===== config.mk =====
export PLATFORM = sky130hd
export DESIGN_NAME = game_ctrl_flat
export DESIGN_NICKNAME = d
export VERILOG_FILES = /design/src/rtl/game_pkg.sv /design/src/rtl/game_ctrl_if.sv /design/src/rtl/tick_timer.sv /design/src/rtl/game_ctrl.sv /design/src/flat_wrapper.sv
export SDC_FILE = /design/constraint.sdc
export NUM_CORES = 1
export LEC_CHECK = 0
export BUFFER_PORTS_ARGS = -buffer_cell sky130_fd_sc_hd__buf_2
export CORE_MARGIN = 2
export CORE_UTILIZATION = 63
export CTS_BUF_LIST = sky130_fd_sc_hd__clkbuf_8
export DETAILED_ROUTE_END_ITERATION = 6
export GPL_ROUTABILITY_DRIVEN = 1
export PLACE_DENSITY = 0.87
export SLEW_MARGIN = 20
export SYNTH_ARGS = -nofsm -noshare
export SYNTH_HDL_FRONTEND = slang
export SYNTH_SLANG_ARGS = --single-unit

===== constraint.sdc =====
create_clock -name CLK -period 6.6 [get_ports CLK]
set_clock_uncertainty 0.2 [all_clocks]
set_input_delay 0.33 -clock CLK [delete_from_list [all_inputs] [get_ports CLK]]
set_output_delay 0.33 -clock CLK [all_outputs]
set_load 0.01 [all_outputs]

===== src/rtl/game_pkg.sv =====
// Shared types and widths for the factorization game: state codes, counter widths and
// the result-state helper used by the controller and the input/display blocks.
package game_pkg;

  localparam int unsigned SCORE_W = 4;
  localparam int unsigned LIFE_W  = 3;
  localparam int unsigned TIMER_W = 6;
  localparam int unsigned PHASE_W = 6;

  typedef enum logic [3:0] {
    StIdle     = 4'b0000,
    StFetch    = 4'b0010,
    StQuestion = 4'b0011,
    StInput    = 4'b0100,
    StJudge    = 4'b0101,
    StDraw     = 4'b0110,
    StGood     = 4'b1000,
    StOuch     = 4'b1001,
    StWin      = 4'b1010,
    StLose     = 4'b1011
  } state_e;

  function automatic logic is_result(state_e s);
    return s inside {StDraw, StGood, StOuch, StWin, StLose};
  endfunction

endpackage


===== src/rtl/game_ctrl_if.sv =====
// Bundle between the round sequencer and its environment (board keys, question source,
// judge and the input/display block).
interface game_ctrl_if;
  import game_pkg::*;

  logic               START;
  logic               TICK;
  logic               QUE_OK;
  logic               DEC;
  logic               RES_VALID;
  logic               RES_OK;
  logic [3:0]         STATE;
  logic               Q_REQ;
  logic [SCORE_W-1:0] SCORE;
  logic [LIFE_W-1:0]  LIFE;
  logic [TIMER_W-1:0] TIMER;

  // The sequencer side.
  modport master (
    input  START, TICK, QUE_OK, DEC, RES_VALID, RES_OK,
    output STATE, Q_REQ, SCORE, LIFE, TIMER
  );

  // The environment side.
  modport slave (
    output START, TICK, QUE_OK, DEC, RES_VALID, RES_OK,
    input  STATE, Q_REQ, SCORE, LIFE, TIMER
  );

endinterface


===== src/rtl/tick_timer.sv =====
// Loadable down-counter stepped by a qualified tick; zero flags the tick that expires it.
module tick_timer #(
  parameter int unsigned W = 6
) (
  input  logic         CLK,
  input  logic         RST,
  input  logic         load,
  input  logic [W-1:0] load_val,
  input  logic         en,
  output logic [W-1:0] cnt,
  output logic         zero
);

  logic [W-1:0] cnt_q;

  always_ff @(posedge CLK or posedge RST) begin
    if (RST) begin
      cnt_q <= '0;
    end else if (load) begin
      cnt_q <= load_val;
    end else if (en && (cnt_q != '0)) begin
      cnt_q <= cnt_q - W'(1);
    end
  end

  assign cnt  = cnt_q;
  // Load wins over en, so a tick on the loading cycle is never counted.
  assign zero = en && (cnt_q <= W'(1));

endmodule


===== src/rtl/game_ctrl.sv =====
// Round sequencer: fetches questions, times the answer window, collects verdicts and
// tracks score/lives until WIN or LOSE.
module game_ctrl
  import game_pkg::*;
#(
  parameter int unsigned LIVES        = 3,
  parameter int unsigned WIN_SCORE    = 5,
  parameter int unsigned TIME_LIMIT   = 30,
  parameter int unsigned SHOW_TICKS   = 2,
  parameter int unsigned RESULT_TICKS = 2
) (
  input logic         CLK,
  input logic         RST,
  game_ctrl_if.master bus
);

  state_e             state_q, state_d;
  logic [SCORE_W-1:0] score_q, score_d;
  logic [LIFE_W-1:0]  life_q, life_d;
  logic               entry_q;

  logic               phase_load, phase_en, phase_done;
  logic [PHASE_W-1:0] phase_len;
  logic [PHASE_W-1:0] unused_phase_cnt;
  logic               timer_load, timer_en, timer_done;
  logic [TIMER_W-1:0] timer_cnt;

  assign phase_load = (state_d != state_q);
  assign phase_en   = bus.TICK && (state_q inside {StQuestion, StDraw, StGood, StOuch});
  assign timer_load = (state_q == StQuestion) && (state_d == StInput);
  // DEC takes priority over a coincident timeout tick.
  assign timer_en   = bus.TICK && (state_q == StInput) && !bus.DEC;

  always_comb begin
    phase_len = '0;
    case (state_d)
      StQuestion:             phase_len = PHASE_W'(SHOW_TICKS);
      StDraw, StGood, StOuch: phase_len = PHASE_W'(RESULT_TICKS);
      default:                phase_len = '0;
    endcase
  end

  tick_timer #(.W(PHASE_W)) u_phase (
    .CLK      (CLK),
    .RST      (RST),
    .load     (phase_load),
    .load_val (phase_len),
    .en       (phase_en),
    .cnt      (unused_phase_cnt),
    .zero     (phase_done)
  );

  tick_timer #(.W(TIMER_W)) u_answer (
    .CLK      (CLK),
    .RST      (RST),
    .load     (timer_load),
    .load_val (TIMER_W'(TIME_LIMIT)),
    .en       (timer_en),
    .cnt      (timer_cnt),
    .zero     (timer_done)
  );

  always_comb begin
    state_d = state_q;
    score_d = score_q;
    life_d  = life_q;
    case (state_q)
      StIdle: begin
        if (bus.START) begin
          state_d = StFetch;
          score_d = '0;
          life_d  = LIFE_W'(LIVES);
        end
      end
      // QUE_OK on the first FETCH cycle is left over from the previous question.
      StFetch:    if (bus.QUE_OK && !entry_q) state_d = StQuestion;
      StQuestion: if (phase_done) state_d = StInput;
      StInput: begin
        if (bus.DEC) begin
          state_d = StJudge;
        end else if (timer_done) begin
          state_d = StDraw;
          life_d  = (life_q == '0) ? '0 : life_q - LIFE_W'(1);
        end
      end
      StJudge: begin
        if (bus.RES_VALID) begin
          if (bus.RES_OK) begin
            state_d = StGood;
            score_d = (score_q == '1) ? score_q : score_q + SCORE_W'(1);
          end else begin
            state_d = StOuch;
            life_d  = (life_q == '0) ? '0 : life_q - LIFE_W'(1);
          end
        end
      end
      StDraw, StGood, StOuch: begin
        if (phase_done) begin
          if (score_q == SCORE_W'(WIN_SCORE)) state_d = StWin;
          else if (life_q == '0)              state_d = StLose;
          else                                state_d = StFetch;
        end
      end
      StWin, StLose: if (bus.START) state_d = StIdle;
      default:       state_d = StIdle;
    endcase
  end

  always_ff @(posedge CLK or posedge RST) begin
    if (RST) begin
      state_q <= StIdle;
      score_q <= '0;
      life_q  <= '0;
      entry_q <= 1'b0;
    end else begin
      state_q <= state_d;
      score_q <= score_d;
      life_q  <= life_d;
      entry_q <= (state_d != state_q);
    end
  end

  assign bus.STATE = state_q;
  assign bus.Q_REQ = (state_q == StFetch);
  assign bus.SCORE = score_q;
  assign bus.LIFE  = life_q;
  assign bus.TIMER = (state_q inside {StInput, StDraw}) ? timer_cnt : '0;

endmodule

===== src/flat_wrapper.sv =====
// flat-port wrapper written by rule: the top's interface ports become plain ports
module game_ctrl_flat import game_pkg::*;
#(
  parameter int unsigned LIVES        = 3,
  parameter int unsigned WIN_SCORE    = 5,
  parameter int unsigned TIME_LIMIT   = 30,
  parameter int unsigned SHOW_TICKS   = 2,
  parameter int unsigned RESULT_TICKS = 2
)
  (CLK, RST, bus_START, bus_TICK, bus_QUE_OK, bus_DEC, bus_RES_VALID, bus_RES_OK, bus_STATE, bus_Q_REQ, bus_SCORE, bus_LIFE, bus_TIMER);
  game_ctrl_if bus_i ();
  input logic CLK;
  input logic RST;
  input wire logic [$bits(bus_i.START)-1:0] bus_START;
  input wire logic [$bits(bus_i.TICK)-1:0] bus_TICK;
  input wire logic [$bits(bus_i.QUE_OK)-1:0] bus_QUE_OK;
  input wire logic [$bits(bus_i.DEC)-1:0] bus_DEC;
  input wire logic [$bits(bus_i.RES_VALID)-1:0] bus_RES_VALID;
  input wire logic [$bits(bus_i.RES_OK)-1:0] bus_RES_OK;
  output wire logic [$bits(bus_i.STATE)-1:0] bus_STATE;
  output wire logic [$bits(bus_i.Q_REQ)-1:0] bus_Q_REQ;
  output wire logic [$bits(bus_i.SCORE)-1:0] bus_SCORE;
  output wire logic [$bits(bus_i.LIFE)-1:0] bus_LIFE;
  output wire logic [$bits(bus_i.TIMER)-1:0] bus_TIMER;
  assign bus_i.START = bus_START;
  assign bus_i.TICK = bus_TICK;
  assign bus_i.QUE_OK = bus_QUE_OK;
  assign bus_i.DEC = bus_DEC;
  assign bus_i.RES_VALID = bus_RES_VALID;
  assign bus_i.RES_OK = bus_RES_OK;
  assign bus_STATE = bus_i.STATE;
  assign bus_Q_REQ = bus_i.Q_REQ;
  assign bus_SCORE = bus_i.SCORE;
  assign bus_LIFE = bus_i.LIFE;
  assign bus_TIMER = bus_i.TIMER;
  game_ctrl #(.LIVES(LIVES), .WIN_SCORE(WIN_SCORE), .TIME_LIMIT(TIME_LIMIT), .SHOW_TICKS(SHOW_TICKS), .RESULT_TICKS(RESULT_TICKS)) u_core (.CLK(CLK), .RST(RST), .bus(bus_i));
endmodule

==> qor.yml, run 1 <==
critical_path:
  critical_path.max_stage_delay_ns: 0.81
  path_buf_inv: 0
  cp-end-kind: "register"
  cp_max_fo: 23
  r2r_setup_slack_ns: 3.79
  crit_required_ns: 6.55
  rr_worst_depth: 6
  worstPathArrival_ns: 2.77
  r2r_start: "u_core.bus.STATE[0]$_DFF_PP0_"
  slowest_stage: "dfrtp_1"
  critical_path.cell_chain: "xnor2_1 -> o21bai_1 -> nor4b_1 -> nor4_1 -> o21ai_2 -> o211ai_1"
  worstReg2RegEnd: "u_core.u_phase.cnt[1]$_DFFE_PP0P_"
  critical_path.top_delay_family: "flip-flops"
  start_kind: "register"
  criticalPathCategory: "register to register"
pwr:
  p_sw_share_pct: 45.95
  ir_drop_mv: 0.2598
  seqPwrFrac_pct: 37.1
  internal-power_uw: 365.3
  total_power_uw: 675.9
  p_per_area_nw_per_um2: 362.3
  power_switching_uw: 310.6
  clkPwrFrac_pct: 15.2
  p_comb_share_pct: 47.7
  p_leak_nw: 0.8387
clocking:
  cts_root_buf: "clkbuf_8"
  clock_latency_ns: 0.27
  cts_resized: 0
  tritoncts: "yes"
  clock_sinks: 24
  ctsHoldBuffers: 0
  cts-buffers-inserted: 3
  cts_max_level: 1
  path_clk_slew_ns: 0.09
  clk_path_buf_depth: 2
  cts_setup_buffers: 0
logic_synthesis:
  ys_dominant_reg_cell: "dfrtp_1"
  synth-seq-cells: 24
  ys_seq_area_share_pct: 35.85
  synth_cell_types: 48
  synth-async-reset-ratio_pct: 100.0
  synth_top_area_share_pct: 35.85
  yosys_warnings: 0
  syn_avg_cell_area_sq_um: 8.818
  netlist_instances: 190
  synth_edf_count: 0
  synth_top_cells_by_area: "dfrtp_1, ha_1, xnor2_1, nor2_1, nand2_1"
  syn_nets: 205
  netlist_area_sq_um: 1675
  synth_top_cell_by_area: "dfrtp_1"
outcome:
  status: "finished, final reports clean"
placed_design:
  hpwl_mm: 2.810
  dp_cells: 238
  place_ws_ns: 3.846
  portBuffers: 25
  gp_congestion: 0.9013
  dpl-instance-area_sq_um: 1800
min_path:
  hold_class: "primary input to register"
  min_path_cells: 2
  min_to: "u_core.bus.SCORE[3]$_DFFE_PP0P_"
  holdCritStartpoint: "bus_START"
global_route:
  grt-ovfl-total: 0
  grt_pass1_wl_mm: 6.679
  grt_max_degree: 25
  met1_usage_pct: 35.44
  grtUsageTotal_pct: 26.93
  busiest_layer: "met2"
  met3_usage_pct: 3.721
  grt_pass1_vias: 1417
  met2_usage_pct: 44.56
  antenna_found_initial: 0
sta:
  worstMarginPinSlew_ns: 0.8685
  rsz0062_at_grt: "false"
  min_period_over_period_pct: 42.64
  setup_ws_ns: 3.786
  setup_viol: 0
  slew_violations: 0
  hold_slack_ns: 0.1204
  fin_crit_ns: 2.814
  hold_viol_final: 0
  max_freq_ghz: 0.3553
  fin_tns_setup_ns: 0
  relSlewSlack_pct: 41.74
floorplan:
  die_w_um: 55.57
  core_sq_um: 2500
  pin_count: 26
  start_util_pct: 67.02
  dieHeight_um: 55.57
  rows: 18
  design.die.area_sq_um: 3088
final_layout:
  area_growth_pct: 11.35
  layout.nets: 229
  fillers: 185
  fin_util_pct: 74.62
  final_cells: 243
  stdcell_area_sq_um: 1866
  antenna_cells: 0
  drive_gt1_share_pct: 18.78
routing:
  final_antenna_net_count: 0
  wl_per_cell_um: 15.84
  finalWirelength_mm: 3.849
  drc: 0
  vias_per_cell: 6.379
  drtPass1Iterations: 4
  drt_iter0_drc: 83
  routed-via-count: 1550
run:
  max_cap_viol_count: 0
registers in the layout, summed over array words and instances (netlist names):
signal,flops
u_core.bus.LIFE,3
u_core.u_answer.cnt,6
u_core.bus.SCORE,4
u_core.bus.STATE,4
u_core.u_phase.cnt,6
u_core.entry_q,1
cell type report:
type                    count  area (sq um)  area share (%)
clock buffers               4         55.05           2.951
inverters                  10         37.54           2.012
multi-input cells         149         999.7           53.59
flip-flops and latches     24         600.6           32.19
well taps                  30         37.54           2.012
repair buffers             26         135.1           7.243
logic make-up (layout without fill, tap and decap cells):
logic type,Yosys count,in the layout,share of synthesized area [%]
multiplexers,3,3,2.091
AND/OR/NAND/NOR,85,85,29.35
AO/OA/AOI/OAI,40,40,15.68
XOR/XNOR,14,14,7.319
flip-flops,24,24,35.85
adder cells (fa/ha/maj),7,7,5.228
buffers and inverters,17,40,4.481
synthesized netlist by cell type (4+ instances only):
cell / instances
a31oi_1: 5
nor4_1: 6
a21oi_1: 8
dfrtp_1: 24
nand3b_1: 4
nor3_1: 7
xor2_1: 5
nand3_1: 4
and3_1: 4
nand2_1: 13
xnor2_1: 9
nor2_1: 19
inv_1: 10
o21ai_0: 9
ha_1: 7
placed cells by master, fill, tap and decap left out, drive strengths merged, types with 3 or more instances in the layout:
cell type	instances
or3	4
dfrtp	24
xor2	5
ha	7
nand3b	4
nor2b	3
and3	4
xnor2	9
nor4b	4
nand3	4
nor4	6
o21ai	10
o211ai	3
clkbuf	4
inv	9
buf	25
nor2	19
and2	3
nor3	7
a31oi	5
a21oi	9
nand2	14
o21a	3
power groups by stage:
stage | clock network, mW | registers (mW) | logic, mW
final | 0.103 | 0.251 | 0.322
after global routing | 0.107 | 0.259 | 0.359
after CTS | 0.103 | 0.248 | 0.318
after detailed placement | 0 | 0.250 | 0.315
after global placement | 0 | 0.245 | 0.301
after floorplan | 0 | 0.211 | 0.277
worst max path at each step:
stage / startpoint / to / depth (start not counted)
floorplan: u_core.bus.STATE[1]$_DFF_PP0_ / u_core.bus.LIFE[0]$_DFFE_PP0P_ / 6
global placement: u_core.bus.STATE[0]$_DFF_PP0_ / u_core.bus.LIFE[0]$_DFFE_PP0P_ / 5
detailed placement: u_core.bus.STATE[0]$_DFF_PP0_ / u_core.u_phase.cnt[1]$_DFFE_PP0P_ / 6
CTS: u_core.bus.STATE[0]$_DFF_PP0_ / u_core.u_phase.cnt[1]$_DFFE_PP0P_ / 6
global route: u_core.bus.STATE[0]$_DFF_PP0_ / u_core.u_phase.cnt[1]$_DFFE_PP0P_ / 6
finish: u_core.bus.STATE[0]$_DFF_PP0_ / u_core.u_phase.cnt[1]$_DFFE_PP0P_ / 6
layer usage:
| layer | routed length (um) | part of all wire [%] |
|---|---|---|
| met4 | 73 | 1.9 |
| met5 | 0 | 0 |
| met1 | 1649 | 43 |
| met2 | 1907 | 50 |
| met3 | 219 | 5.7 |
worst reg2reg max path, cell delays in order (launching register included):
cell      delay, ns
dfrtp_1        0.81
xnor2_1        0.24
o21bai_1       0.32
nor4b_1        0.53
nor4_1         0.16
o21ai_2        0.31
o211ai_1       0.14
Power figures use the tool's default switching activity.
==> run 2: changes to the inputs <==
- ABC_AREA: unset -> 1
- CORE_UTILIZATION: 63 -> 59
- PLACE_DENSITY: 0.87 -> 0.82
- clock period: 6.6 -> 2.9 ns (I/O delays scaled with it)
==> run 2 against run 1 <==
  * Clock-buffer cell count shrank 1
  * First-iteration DRC count up 37%
  * Setup slack lost 3.1 ns
  * Hold slack lost 0.019 ns
  * Utilization shrank 3.2 points
  * Largest power group unchanged
==> qor.yml, run 2 <==
routing:
  final_antenna_net_count: 0  # unchanged
  drt_iter0_drc: 114  # +37%
  drtPass1Iterations: 5  # +1
  vias_per_cell: 5.215  # -18%
  routed-via-count: 1601  # +3.3%
  finalWirelength_mm: 3.562  # -7.5%
  drc: 0  # unchanged
  wl_per_cell_um: 11.60  # -27%
global_route:
  met2_usage_pct: 37.99  # -6.6 points
  busiest_layer: "met2"
  grt_pass1_wl_mm: 6.196  # -7.2%
  grt-ovfl-total: 0  # unchanged
  grt_max_degree: 25  # unchanged
  met3_usage_pct: 2.679  # -1.0 points
  grtUsageTotal_pct: 23.59  # -3.3 points
  grt_pass1_vias: 1435  # +1.3%
  met1_usage_pct: 34.00  # -1.4 points
  antenna_found_initial: 0  # unchanged
placed_design:
  hpwl_mm: 2.763  # -1.7%
  portBuffers: 25  # unchanged
  dp_cells: 302  # +27%
  gp_congestion: 0.9023  # +0.11%
  place_ws_ns: 0.7001  # -3.146 ns
logic_synthesis:
  netlist_instances: 246  # +29%
  yosysMostFrequentCell: "nand2_1"
  syn_nets: 261  # +27%
  ys_dominant_reg_cell: "dfrtp_1"
  syn_avg_cell_area_sq_um: 7.009  # -21%
  netlist_area_sq_um: 1724  # +2.9%
  synth_top_cell_by_area: "dfrtp_1"
  synth_top_cells_by_area: "dfrtp_1, nand2_1, inv_1, nor2_1, nand3_1"
  synthTopCellsByCount: "nand2_1, inv_1, nor2_1"
  yosys_warnings: 0  # unchanged
  synth_cell_types: 29  # -40%
  ys_seq_area_share_pct: 34.83  # -1.0 points
  synth_top_area_share_pct: 34.83  # -1.0 points
  synth_edf_count: 0  # unchanged
  synth-seq-cells: 24  # unchanged
  synth-async-reset-ratio_pct: 100.0  # unchanged
final_layout:
  fin_util_pct: 71.42  # -3.2 points
  fillers: 235  # +27%
  final_common_cell: "nand2_1"
  antenna_cells: 0  # unchanged
  drive_gt1_share_pct: 18.84  # +0.061 points
  area_growth_pct: 14.22
  final_cells: 307  # +26%
  layout.nets: 292  # +28%
  final_cell_mix: "nand2_1, inv_1, nor2_1, buf_2, dfrtp_1"
critical_path:
  critical_path.top_delay_family: "simple AND/OR/NAND/NOR gates"
  path_buf_inv: 1  # +1
  worstPathArrival_ns: 2.18  # -0.59 ns
  cp_max_fo: 7  # -70%
  slowest_stage: "dfrtp_1"
  criticalPathCategory: "register to register"
  critical_path.max_stage_delay_ns: 0.41  # -0.40 ns
  critical_path.cell_chain: "inv_1 -> ha_1 -> nor2_1 -> nor2_2 -> nand3_4 -> nand2_1 -> nand2_1 -> nand3_1 -> nand2_1 -> nor2_2 -> nand2_4 -> nand2_1 -> nand2_1"
  crit_required_ns: 2.87  # -3.68 ns
  start_kind: "register"
  path_depth: 13  # +7
  cp-end-kind: "register"
  rr_worst_depth: 13  # +7
  crit_top_cell: "nand2_1"
clocking:
  clock_latency_ns: 0.26  # about the same
  cts_max_level: 1  # unchanged
  clk_path_buf_depth: 2  # unchanged
  ctsHoldBuffers: 1  # +1
  cts_root_buf: "clkbuf_8"
  tritoncts: "yes"
  cts_resized: 0  # unchanged
  cts-buffers-inserted: 3  # unchanged
  clock_sinks: 24  # unchanged
  cts_setup_buffers: 0  # unchanged
  path_clk_slew_ns: 0.08  # about the same
floorplan:
  core_sq_um: 2758  # +10%
  dieHeight_um: 58.06  # +4.5%
  design.die.area_sq_um: 3371  # +9.2%
  pin_count: 26  # unchanged
  die_w_um: 58.06  # +4.5%
  rows: 19  # +1
  start_util_pct: 62.52  # -4.5 points
sta:
  setup_viol: 0  # unchanged
  fin_tns_setup_ns: 0  # unchanged
  max_freq_ghz: 0.4508  # +27%
  hold_viol_final: 0  # unchanged
  slew_violations: 0  # unchanged
  relSlewSlack_pct: 40.17  # -1.6 points
  worstMarginPinSlew_ns: 0.8964  # +0.02794 ns
  rsz0062_at_grt: "false"
  min_period_over_period_pct: 76.49  # +34 points
  hold_slack_ns: 0.1017  # -0.01873 ns
  setup_ws_ns: 0.6817  # -3.104 ns
  fin_crit_ns: 2.218  # -0.5959 ns
pwr:
  p_per_area_nw_per_um2: 930.9  # +160%
  p_leak_nw: 1.105  # +32%
  ir_drop_mv: 0.9046  # +250%
min_path:
  min_path_cells: 3  # +1
  hold_class: "primary input to register"
run:
  max_cap_viol_count: 0  # unchanged
outcome:
  status: "finished, final reports clean"
==> run 2: cell types whose count changed after synthesis, moves of 4 or more <==
cell,previous run,this run
a21oi_1,8,3
and3_1,4,0
nor2_2,0,6
xnor2_1,9,1
a31oi_1,5,0
nor4_1,6,0
inv_2,0,5
nand2_1,13,57
nand3_1,4,22
nor2_1,19,40
inv_1,10,40
==> run 2: kinds of logic after synthesis <==
logic type / count (synthesis) / synth area share, %
and+or+nand+nor: 141 / 38.03
buffers and inverters: 45 / 9.797
DFF: 24 / 34.83
AOI/OAI and AO/OA: 23 / 9.072
adders and majority gates: 7 / 5.080
xor gates and xnor gates: 5 / 2.540
muxes: 1 / 0.6531
==> run 2: worst paths after layout <==
| check | start | to | slack, ns |
|---|---|---|---|
| worst max-delay path | u_core.u_phase.cnt[0]$_DFFE_PP0P_ | u_core.u_phase.cnt[1]$_DFFE_PP0P_ | 0.68 |
| worst min-delay path | bus_TICK | u_core.u_answer.cnt[1]$_DFFE_PP0P_ | 0.10 |
| worst max register to register | u_core.u_phase.cnt[0]$_DFFE_PP0P_ | u_core.u_phase.cnt[1]$_DFFE_PP0P_ | 0.68 |
| worst min register to register | u_core.u_answer.cnt[1]$_DFFE_PP0P_ | u_core.u_answer.cnt[1]$_DFFE_PP0P_ | 0.32 |
| max in group asynchronous | RST | u_core.bus.LIFE[2]$_DFFE_PP0P_ | 1.54 |
| min in group asynchronous | RST | u_core.u_phase.cnt[4]$_DFFE_PP0P_ | 0.42 |
==> run 2: tightest hold or removal path, stage by stage <==
cell and delay [ns]:
buf_2 0.17, nand4_4 0.16, nand2_1 0.06
==> run 2: power by group <==
| part | switching [mW] | total (mW) | internal, mW |
|---|---|---|---|
| Sequential | 0.0939 | 0.512 | 0.418 |
| Combinational | 0.686 | 1.03 | 0.344 |
| Clock | 0.107 | 0.292 | 0.184 |
==> run 2: metal layers <==
layer,up-vias,share of wire [%]
met3,4,5.4
met4,0,0.79
met2,40,45
met1,719,49
met5,-,0
li1,838,-
==> run 2: cell type report <==
type / instances / area [sq um] / share of cell area (%)
Clock buffer: 3 / 41.29 / 2.097
Clock inverter: 1 / 30.03 / 1.525
Inverter: 45 / 168.9 / 8.577
Multi-Input combinational cell: 177 / 954.7 / 48.48
Sequential cell: 24 / 600.6 / 30.50
Tap cell: 31 / 38.79 / 1.970
Timing Repair Buffer: 26 / 135.1 / 6.862
==> run 2: metrics by stage <==
step | cell area, sq um | total power [mW]
5_1_grt | 1969 | 1.997
6_report | 1969 | 1.833
3_5_place_dp | 1888 | 1.533
4_1_cts | 1969 | 1.833
2_1_floorplan | 1724 | 1.292
3_3_place_gp | 1888 | 1.520
==> run 3: changes to the inputs <==
- CORE_UTILIZATION: 59 -> 53
- PLACE_DENSITY: 0.82 -> 0.78
- clock period: 2.9 -> 1.98 ns (I/O delays scaled with it)
==> run 3 against run 2 <==
  * The flow now finishes with violations (negative setup slack)
  * Cell area up 26%
  * Combinational power up 120%
  * Routed wire length up 28%
  * Clock-buffer cell count unchanged
==> qor.yml, run 3 (synthesized netlist as in run 2, its figures left out) <==
outcome:
  status: "finished, violations left"
  failed_checks: "negative setup slack"
pwr:
  ir_drop_mv: 0.9150  # +1.1%
  p_per_area_nw_per_um2: 1332  # +43%
  p_leak_nw: 1.316  # +19%
clocking:
  cts_max_level: 1  # unchanged
  cts_root_buf: "clkbuf_8"
  clk_path_buf_depth: 2  # unchanged
  path_clk_slew_ns: 0.08  # about the same
  tritoncts: "yes"
  clock_latency_ns: 0.27  # about the same
  cts-buffers-inserted: 3  # unchanged
  clock_sinks: 24  # unchanged
sta:
  fin_crit_ns: 2.040  # -0.1785 ns
  max_freq_ghz: 0.4903  # +8.8%
  setup_viol: 3  # +3
  worstMarginPinSlew_ns: 0.3180  # -0.5785 ns
  setup_ws_ns: -0.05975  # -0.7415 ns
  min_period_over_period_pct: 103.0  # +27 points
  hold_viol_final: 0  # unchanged
  relSlewSlack_pct: 78.80  # +39 points
  slew_violations: 0  # unchanged
  fin_tns_setup_ns: -0.08516  # -0.08516 ns
  rsz0062_at_grt: "true"
critical_path:
  crit_top_cell: "nand2_2"
  slowest_stage: "dfrtp_2"
  critical_path.max_stage_delay_ns: 0.47  # +0.06 ns
  cp-end-kind: "register"
  crit_required_ns: 1.94  # -0.93 ns
  cp_max_fo: 7  # unchanged
  start_kind: "register"
  worstPathArrival_ns: 2.00  # -0.18 ns
  critical_path.cell_chain: "buf_4 -> nand3_2 -> nand3_4 -> nand3_4 -> nand2_2 -> nand2_4 -> buf_6 -> nand2_4 -> nand2_2 -> nand2_2 -> nor2_4 -> nand2_4 -> nand2_2 -> nand2_1"
  criticalPathCategory: "register to register"
final_layout:
  final_cell_mix: "nand2_1, buf_4, inv_1, nor2_1, buf_2"
  drive_gt1_share_pct: 43.22  # +24 points
  area_growth_pct: 44.05
  seqCellArea_sq_um: 605.6  # +0.83%
  antenna_cells: 0  # unchanged
  layout.nets: 334  # +14%
  final_common_cell: "nand2_1"
  multi_input_area_sq_um: 1137  # +19%
  fillers: 206  # -12%
  final_cells: 361  # +18%
floorplan:
  pin_count: 26  # unchanged
  die_w_um: 61.04  # +5.1%
  rows: 20  # +1
  core_sq_um: 3078  # +12%
  design.die.area_sq_um: 3725  # +11%
  start_util_pct: 56.02  # -6.5 points
  dieHeight_um: 61.04  # +5.1%
routing:
  drc: 0  # unchanged
  wl_per_cell_um: 12.58  # +8.4%
  drt_iter0_drc: 114  # unchanged
  final_antenna_net_count: 0  # unchanged
  finalWirelength_mm: 4.542  # +28%
  vias_per_cell: 5.108  # -2.1%
  drtPass1Iterations: 5  # unchanged
  routed-via-count: 1844  # +15%
placed_design:
  hpwl_mm: 3.063  # +11%
  dp_cells: 347  # +15%
  gp_congestion: 0.8757  # -2.9%
  portBuffers: 25  # unchanged
min_path:
  hold_class: "primary input to register"
global_route:
  grt_max_degree: 25  # unchanged
  grt_pass1_wl_mm: 6.410  # +3.5%
  grtUsageTotal_pct: 23.27  # -0.32 points
  antenna_found_initial: 0  # unchanged
  grt-ovfl-total: 0  # unchanged
  grt_pass1_vias: 1517  # +5.7%
run:
  max_cap_viol_count: 0  # unchanged
-- run 3: power breakdown --
part           switching (mW)  internal, mW
registers               0.147         0.618
clock network           0.157         0.136
logic                    1.31         0.940
total                    1.61          1.69
-- run 3: worst paths after layout --
check,start,endpoint,slack [ns],cells after the start
worst max register to register,u_core.bus.STATE[3]$_DFF_PP0_,u_core.u_phase.cnt[1]$_DFFE_PP0P_,-0.06,14
worst min-delay path,bus_TICK,u_core.bus.STATE[1]$_DFF_PP0_,0.11,4
worst min register to register,u_core.u_answer.cnt[2]$_DFFE_PP0P_,u_core.u_answer.cnt[2]$_DFFE_PP0P_,0.33,2
worst max-delay path,u_core.bus.STATE[3]$_DFF_PP0_,u_core.u_phase.cnt[1]$_DFFE_PP0P_,-0.06,14
max in group asynchronous,RST,u_core.bus.STATE[1]$_DFF_PP0_,1.09,4
min in group asynchronous,RST,u_core.u_answer.cnt[1]$_DFFE_PP0P_,0.22,4
-- run 3: stage by stage --
step	hold slack [ns]	worst slack [ns]	instance area, sq um	power [mW]	utilization (%)
2_1_floorplan	-0.08638	0.01985	1734	1.909	-
3_3_place_gp	-0.03992	-0.04690	2155	2.503	70.00
3_5_place_dp	-0.03442	-0.08760	2155	2.536	70.00
4_1_cts	0.09276	-0.01738	2273	2.908	73.86
5_1_grt	0.1139	-0.1559	2484	3.554	80.69
6_report	0.1076	-0.05975	2484	3.308	80.69
-- run 3: final cells by class --
| type | instances | share of cell area (%) |
|---|---|---|
| sequential | 24 | 24.38 |
| timing repair buffer | 68 | 19.04 |
| clock buffer | 3 | 1.662 |
| inverter | 45 | 6.902 |
| tap | 44 | 2.217 |
| multi-input combinational | 177 | 45.79 |
-- run 3: worst max-delay path: cells and delay by family, from the launching register on --
kind          cells  cell delay [ns]
flops             1             0.47
simple gates     12             1.01
buf+inv           2             0.25
-- run 3: timing repair --
action                                 in CTS  in global routing
pin swaps                                   9                 19
setup endpoints to repair                   8                 17
setup buffers                               1                  9
gates resized for setup                    18                 46
hold buffers                                1                  0
endpoints found under the hold margin      24                  0
cloned                                      0                  0
-- run 3: layer usage --
layer / track usage, % / wire length (um) / up-vias
met3: 2.731 / 294 / 6
met5: 0 / 0 / -
li1: - / - / 921
met1: 32.80 / 2015 / 857
met4: 7.453 / 48 / 0
met2: 37.39 / 2183 / 60
